--- src/rtl/alu_writeback.sv ---
// Execute-to-writeback stage: captures ALU results and commits NZCV flags in order.
// It also drives the register-file write port and forwards the head entry. ALU_WB_SKID_EN selects a 2-entry skid FIFO.
module alu_writeback #(
    parameter int DATA_W = 32,
    parameter int REG_AW = 4
) (
    input  logic              clk,
    input  logic              rst_n,
    input  logic              in_valid,
    output logic              in_ready,
    input  logic [DATA_W-1:0] in_result,
    input  logic              in_carry,
    input  logic              in_overflow,
    input  logic              in_arith,
    input  logic              in_set_flags,
    input  logic              in_wr_en,
    input  logic [REG_AW-1:0] in_rd,
    input  logic              flush,
    input  logic              rf_ready,
    output logic              rf_we,
    output logic [REG_AW-1:0] rf_waddr,
    output logic [DATA_W-1:0] rf_wdata,
    output logic [3:0]        flags_nzcv,
    output logic              fwd_valid,
    output logic [REG_AW-1:0] fwd_rd,
    output logic [DATA_W-1:0] fwd_data
);

    typedef struct packed {
        logic [DATA_W-1:0] result;
        logic              carry;
        logic              overflow;
        logic              arith;
        logic              set_flags;
        logic              wr_en;
        logic [REG_AW-1:0] rd;
    } entry_t;

    entry_t     in_entry;
    entry_t     head;
    logic [1:0] count_reg, count_next;
    logic [3:0] flags_reg, flags_next;
    logic       has_head;
    logic       retire_now;
    logic       accept;

    assign in_entry = {in_result, in_carry, in_overflow, in_arith, in_set_flags, in_wr_en, in_rd};

    assign has_head   = (count_reg != 2'd0);
    // Compare-only entries never wait for the write port.
    assign retire_now = has_head && !flush && (!head.wr_en || rf_ready);
    assign accept     = in_valid && in_ready;

`ifdef ALU_WB_SKID_EN
    entry_t entry_mem [2];
    logic   head_reg;
    logic   tail_reg;
    logic   ready_reg;

    assign head     = entry_mem[head_reg];
    assign in_ready = ready_reg && !flush;

    always_ff @(posedge clk) begin
        if (accept) begin
            entry_mem[tail_reg] <= in_entry;
        end
    end

    // Ready is precomputed from next occupancy so it never depends on rf_ready.
    always_ff @(posedge clk or negedge rst_n) begin
        if (!rst_n) begin
            head_reg  <= 1'b0;
            tail_reg  <= 1'b0;
            ready_reg <= 1'b1;
        end else if (flush) begin
            head_reg  <= 1'b0;
            tail_reg  <= 1'b0;
            ready_reg <= 1'b1;
        end else begin
            if (retire_now) begin
                head_reg <= ~head_reg;
            end
            if (accept) begin
                tail_reg <= ~tail_reg;
            end
            ready_reg <= (count_next != 2'd2);
        end
    end
`else
    entry_t slot_reg;

    assign head     = slot_reg;
    assign in_ready = !flush && (!has_head || retire_now);

    always_ff @(posedge clk) begin
        if (accept) begin
            slot_reg <= in_entry;
        end
    end
`endif

    always_comb begin
        count_next = count_reg;
        if (flush) begin
            count_next = 2'd0;
        end else begin
            count_next = count_reg + {1'b0, accept} - {1'b0, retire_now};
        end
    end

    // Logical ops keep the previous V; the adder overflow only matters for arithmetic ops.
    always_comb begin
        flags_next = flags_reg;
        if (retire_now && head.set_flags) begin
            flags_next[3] = head.result[DATA_W-1];
            flags_next[2] = (head.result == '0);
            flags_next[1] = head.carry;
            flags_next[0] = head.arith ? head.overflow : flags_reg[0];
        end
    end

    always_ff @(posedge clk or negedge rst_n) begin
        if (!rst_n) begin
            count_reg <= 2'd0;
            flags_reg <= 4'b0000;
        end else begin
            count_reg <= count_next;
            flags_reg <= flags_next;
        end
    end

    assign rf_we      = has_head && head.wr_en;
    assign rf_waddr   = rf_we ? head.rd : '0;
    assign rf_wdata   = rf_we ? head.result : '0;
    assign fwd_valid  = rf_we;
    assign fwd_rd     = rf_we ? head.rd : '0;
    assign fwd_data   = rf_we ? head.result : '0;
    assign flags_nzcv = flags_reg;

endmodule

--- config.mk ---
export PLATFORM = sky130hd
export DESIGN_NAME = alu_writeback
export DESIGN_NICKNAME = d
export VERILOG_FILES = /design/src/rtl/alu_writeback.sv
export SDC_FILE = /design/constraint.sdc
export NUM_CORES = 1
export LEC_CHECK = 0
export CAP_MARGIN = 20
export CORE_ASPECT_RATIO = 0.7
export CORE_MARGIN = 3
export CORE_UTILIZATION = 38
export DETAILED_ROUTE_END_ITERATION = 10
export GPL_TIMING_DRIVEN = 0
export PLACE_DENSITY = 0.81
export SYNTH_ARGS = -nofsm -noshare
export SYNTH_HDL_FRONTEND = slang
export SYNTH_SLANG_ARGS = --single-unit
--- constraint.sdc ---
create_clock -name clk -period 3.1 [get_ports clk]
set_input_delay 0.62 -clock clk [delete_from_list [all_inputs] [get_ports clk]]
set_output_delay 0.62 -clock clk [all_outputs]
set_load 0.01 [all_outputs]
# Yosys cells after proc, flatten, opt, wreduce, memory -nomap -nowiden
# Index checks and enable logic that the tools add are counted.
[op_classes] n_reduce_logical=14 add_sub_neg=2 muxes=3
[ops] cell="32-bit zero test" count=1
[ops] cell="32-bit 2-to-1 mux" count=1
[ops] cell="1-bit logical AND" count=6
[ops] cell="4-bit 2-to-1 mux" count=1
[ops] cell="1-bit zero test" count=3
[ops] cell="2-bit by 1-bit adder with 2-bit output" count=1
[ops] cell="1-bit logical OR" count=2
[ops] cell="2-bit 2-to-1 mux" count=1
[ops] cell="2-bit AND reduction" count=1
[ops] cell="2-bit nonzero test" count=1
[ops] cell="2-bit by 1-bit subtractor with 2-bit output" count=1
[totals] word_cells=29 out_inout_bits=79 in_bits=46 ff_bits=47

# Logic depth before layout (Yosys ltp)
[depth] word_depth=9 ltp_mapped=10 depth_no_buf=10

# Least setup slack after synthesis
# OpenSTA, ideal clock, no wires.
[synth_timing] kind="input to register" start="in rf_ready" end="reg slot_reg (netlist bit head[0]), enable pin" path_stages=3 path_slack_ps=642 arrival_ps=2056 n_path_buf=0 setup_time_ps=402 t_required_ps=2698 cell_sequence="nor2b_1 a21oi_1 and2_1"
[synth_between] elab_chain_len=5
[synth_rtl] item="from (decl)" line_no="19" text="input logic rf_ready,"
[synth_rtl] item="1-bit logical OR" line_no="51" text="assign retire_now = has_head && !flush && (!head.wr_en || rf_ready);"
[synth_rtl] item="1-bit logical AND" line_no="51"
[synth_rtl] item="1-bit logical OR" line_no="93" text="assign in_ready = !flush && (!has_head || retire_now);"
[synth_rtl] item="1-bit logical AND" line_no="93"
[synth_rtl] item="named net in_ready" line_no="10" text="output logic in_ready,"
[synth_rtl] item="1-bit logical AND" line_no="52" text="assign accept = in_valid && in_ready;"
[synth_rtl] item="named net accept" line_no="45" text="logic accept;"
[synth_rtl] item="to (signal assigned)" line_no="97" text="slot_reg <= in_entry;"
[synth_rtl] item="to (decl)" line_no="90" text="entry_t slot_reg;"
# The timed path passes the listed nets, and every way through them passes these cells.
# A chain may end at the register's enable or synchronous reset.

# Worst setup path in the final report
[layout_timing] start="reg count_reg[1]" end="out rf_wdata[21]"
[layout_between] elab_chain_len=3
[layout_rtl] item="from (decl)" line_no="41" text="logic [1:0] count_reg, count_next;"
[layout_rtl] item="from (signal assigned)" line_no="127" text="count_reg <= count_next;"
[layout_rtl] item="2-bit nonzero test" line_no="49" text="assign has_head = (count_reg != 2'd0);"
[layout_rtl] item="1-bit logical AND" line_no="132" text="assign rf_we = has_head && head.wr_en;"
[layout_rtl] item="32-bit 2-to-1 mux" line_no="134" text="assign rf_wdata = rf_we ? head.result : '0;"
[layout_rtl] item="to (decl)" line_no="22" text="output logic [DATA_W-1:0] rf_wdata,"
# No other way between the ends.

==> summary.md <==
| Metric | Value |
|---|---|
| Max_cap viols | `0` |
| Fin Setup TNS | `0 ps` |
| Yosys reg bits | `47` |
| Status | `finished clean` |
| Post-DR wirelength/cell | `~14 um` |
| R2r setup slk | `980 ps` |
| Reg-to-Reg End | `head[38]` |
| WHS Path Cells | `1` |
| Area of placed instances | `between 3000 and 4000 um^2` |
| Crit path max fanout | `10` |
| Die width | `approximately 96 um` |
| GRT Total Usage | `between 10% and 20%` |
| Die Span Y | `around 69 um` |
| FMAX | `0.349 GHz` |
| DR DRC count | `0` |
| Post-layout util | `about two thirds` |
| Fin crit period | `~2900 ps` |
| Core area | `roughly 5300 um^2` |
| Slew HR | `a little under two fifths` |
| Post-Layout Inst Area | `3580 um^2` |
| Longest individual stage delay on the worst path | `~520 ps` |
| Final worst-path cycle share | `between 90% and 100%` |
| Setup-failing EPs final | `0` |
| Top FF cell, synth | `edfxtp_1` |
| Share of cells above drive strength 1 | `a little under a fifth` |
| Multi-input gate area | `approximately 460 um^2` |
| Buffer count from post-CTS setup fixing | `0` |
| Total gr overflow | `0` |
| CP max stage cell | `clkdlybuf4s50_1` |
| Number of nets with antenna violations after routing | `0` |
| Starting density of the core | `between 40% and 50%` |
| Unrepaired setup endpoints after global routing | `false` |
| Rows | `22` |
| Total Wirelength | `between 5000 and 6000 um` |
| Maximum VDD drop | `0.000341 V` |
| Final Hold Viols | `0` |
| Area Growth Syn to Fin | `67.1%` |
| Most common cell in the netlist | `edfxtp_1` |
| Post-Layout Cell Count | `360` |
| Commonest cells in the netlist | `41 x edfxtp_1, 37 x and2_1, 37 x buf_4, 8 x nor4_1, 6 x dfrtp_1` |
| Cells after Synth | `between 150 and 200` |
| Vias in the first global route | `around 1,600` |
| Fin worst setup slack | `~240 ps` |
| Worst min path class | `reg2reg` |
| Post-DR vias/cell | `approximately 4.3` |
| Die area | `approximately 6600 um^2` |
| Ports | `between 100 and 150` |
| Hold slack | `between 400 and 500 ps` |
| Clock-pin slew on the worst setup and hold paths | `around 90 ps` |
| Largest net degree at the start of global routing | `42` |
| Power Density | `622 nW/um^2` |
| Antenna violations before repair | `0` |
| Crit path cell chain | `nor2_2, nor2b_1, buf_2, clkbuf_1, and2_1, buf_4, clkdlybuf4s50_1` |
| RR Startpoint | `count_reg[1]` |
| Crit. End Element | `primary output` |
| Final GP Congestion | `about 0.66` |
| Total of fill cells in the finished design | `just over 400` |
| DRC marker count from the first detailed-route iteration | `38` |
| FF/Latch Area | `1380 um^2` |
| Crit path DAT | `approximately 2200 ps` |
| Synth area leaders | `edfxtp_1 57%, buf_4 13%, and2_1 11%, dfrtp_1 7.0%, nor4_1 2.3%` |
| DRT Pass-1 Iters | `4` |
| Clk_lat worst skew | `~290 ps` |
| R2R cell count | `4` |
| Type of origin of the critical path | `flip-flop` |
| CTS Hold Bufs | `0` |
| Max reg flops | `41` |
| CP Class | `reg2out` |
| Netlist Area Pre-Place | `2150 um^2` |
| H-tree levels | `2` |
| Root buffer cell | `clkbuf_8` |
| Max Clock Skew | `8.36 ps` |
| Share of synthesized flip-flops with an asynchronous set or reset | `around 13%` |
| Max Root-Sink Buffers | `2` |
| Worst EP required | `between 2000 and 2500 ps` |
| Dpl ws | `483 ps` |
| Nets | `335` |
| Post-synth cell types | `22` |
| Number of enable flip-flop cells after synthesis | `~40` |
| Antenna Diode Count | `0` |
| Worst Hold Launch | `head[7]` |
| Resize count post-CTS | `0` |
| CTS tree | `done` |
| Syn_nets | `just over 200` |
| Tot Pwr | `between 2 and 2.5 mW` |
| Placed insts | `between 300 and 400` |
| Sequential area share after synthesis | `64.4%` |
| CTS Buf Count | `5` |
| Slew Viols, Final | `0` |
| Cell taking the most area after synthesis | `edfxtp_1` |
| Syn avg cell area | `roughly 14 um^2` |
| Via count | `roughly 1,600` |
| First-pass GRT wire length | `about 7800 um` |
| Ys Warns | `0` |
| Port Buffers | `124` |
| Slew @ Worst Pin | `924 ps` |
| Hpwl dp | `about 4300 um` |
| Yosys top cell area share | `between 50% and 60%` |
| Hold EP | `flags_nzcv[0]` |
| Lkg Pwr | `roughly 1.4 nW` |
| Clock sink count | `between 40 and 50` |
[worst max-delay path: cells and delay by family (launching register included)]
family                 cells  cell delay, ps
buffers and inverters      4            1160
AND/OR/NAND/NOR            3             420
flip-flops                 1             380
[worst max-delay path by stage]
stage / depth (start not counted) / end / startpoint
floorplan: 3 / head[0] / rf_ready
CTS: 7 / rf_wdata[21] / count_reg[1]
finish: 7 / rf_wdata[21] / count_reg[1]
global placement: 4 / head[31] / rf_ready
global route: 7 / rf_wdata[10] / count_reg[1]
detailed placement: 4 / head[31] / rf_ready
[routing by layer]
metal	share of wire [%]	wire [um]	vias up	global-route usage (%)
met3	7.7	401	2	4.66
met2	51	2640	66	28.0
li1	-	-	766	-
met4	0.61	32	0	3.72
met1	41	2140	723	19.7
met5	0	0	-	0
[cells in the final DEF (no fill, tap or decap), types with 2 or more instances in the layout]
cell and count:
clkdlybuf4s50_1 124, edfxtp_1 41, buf_4 37, and2_1 36, nor4_1 8, dfrtp_1 6
clkbuf_8 5, clkbuf_1 4, nor2b_1 3, mux2_2 3, inv_1 2, buf_2 2
nor2_1 2, nand4_1 2, ha_1 2
[cells by family (layout without fill, tap and decap cells)]
group / count (synthesis) / count (layout) / share of synthesized area (%)
simple gates: 57 / 57 / 17.0
flops: 47 / 47 / 64.4
buf+inv: 43 / 175 / 14.1
mux: 4 / 4 / 2.27
fa+ha+maj: 2 / 2 / 1.17
xor+xnor: 2 / 2 / 0.816
compound gates: 1 / 1 / 0.233
[where the power goes]
group | internal, mW | switching, mW | leakage (nW)
registers | 0.763 | 0.0317 | 0.461
logic | 0.614 | 0.390 | 0.862
clock network | 0.241 | 0.188 | 0.0524
total | 1.62 | 0.610 | 1.38
[layout make-up]
class,count,share of cell area (%)
Sequential cell,47,38.5
Timing Repair Buffer,124,34.6
Multi-Input combinational cell,66,12.9
Buffer,41,8.24
Tap cell,72,2.51
Clock buffer,7,2.13
Clock inverter,1,0.838
Inverter,2,0.209
Note: power is estimated with default switching activity, not from simulation.
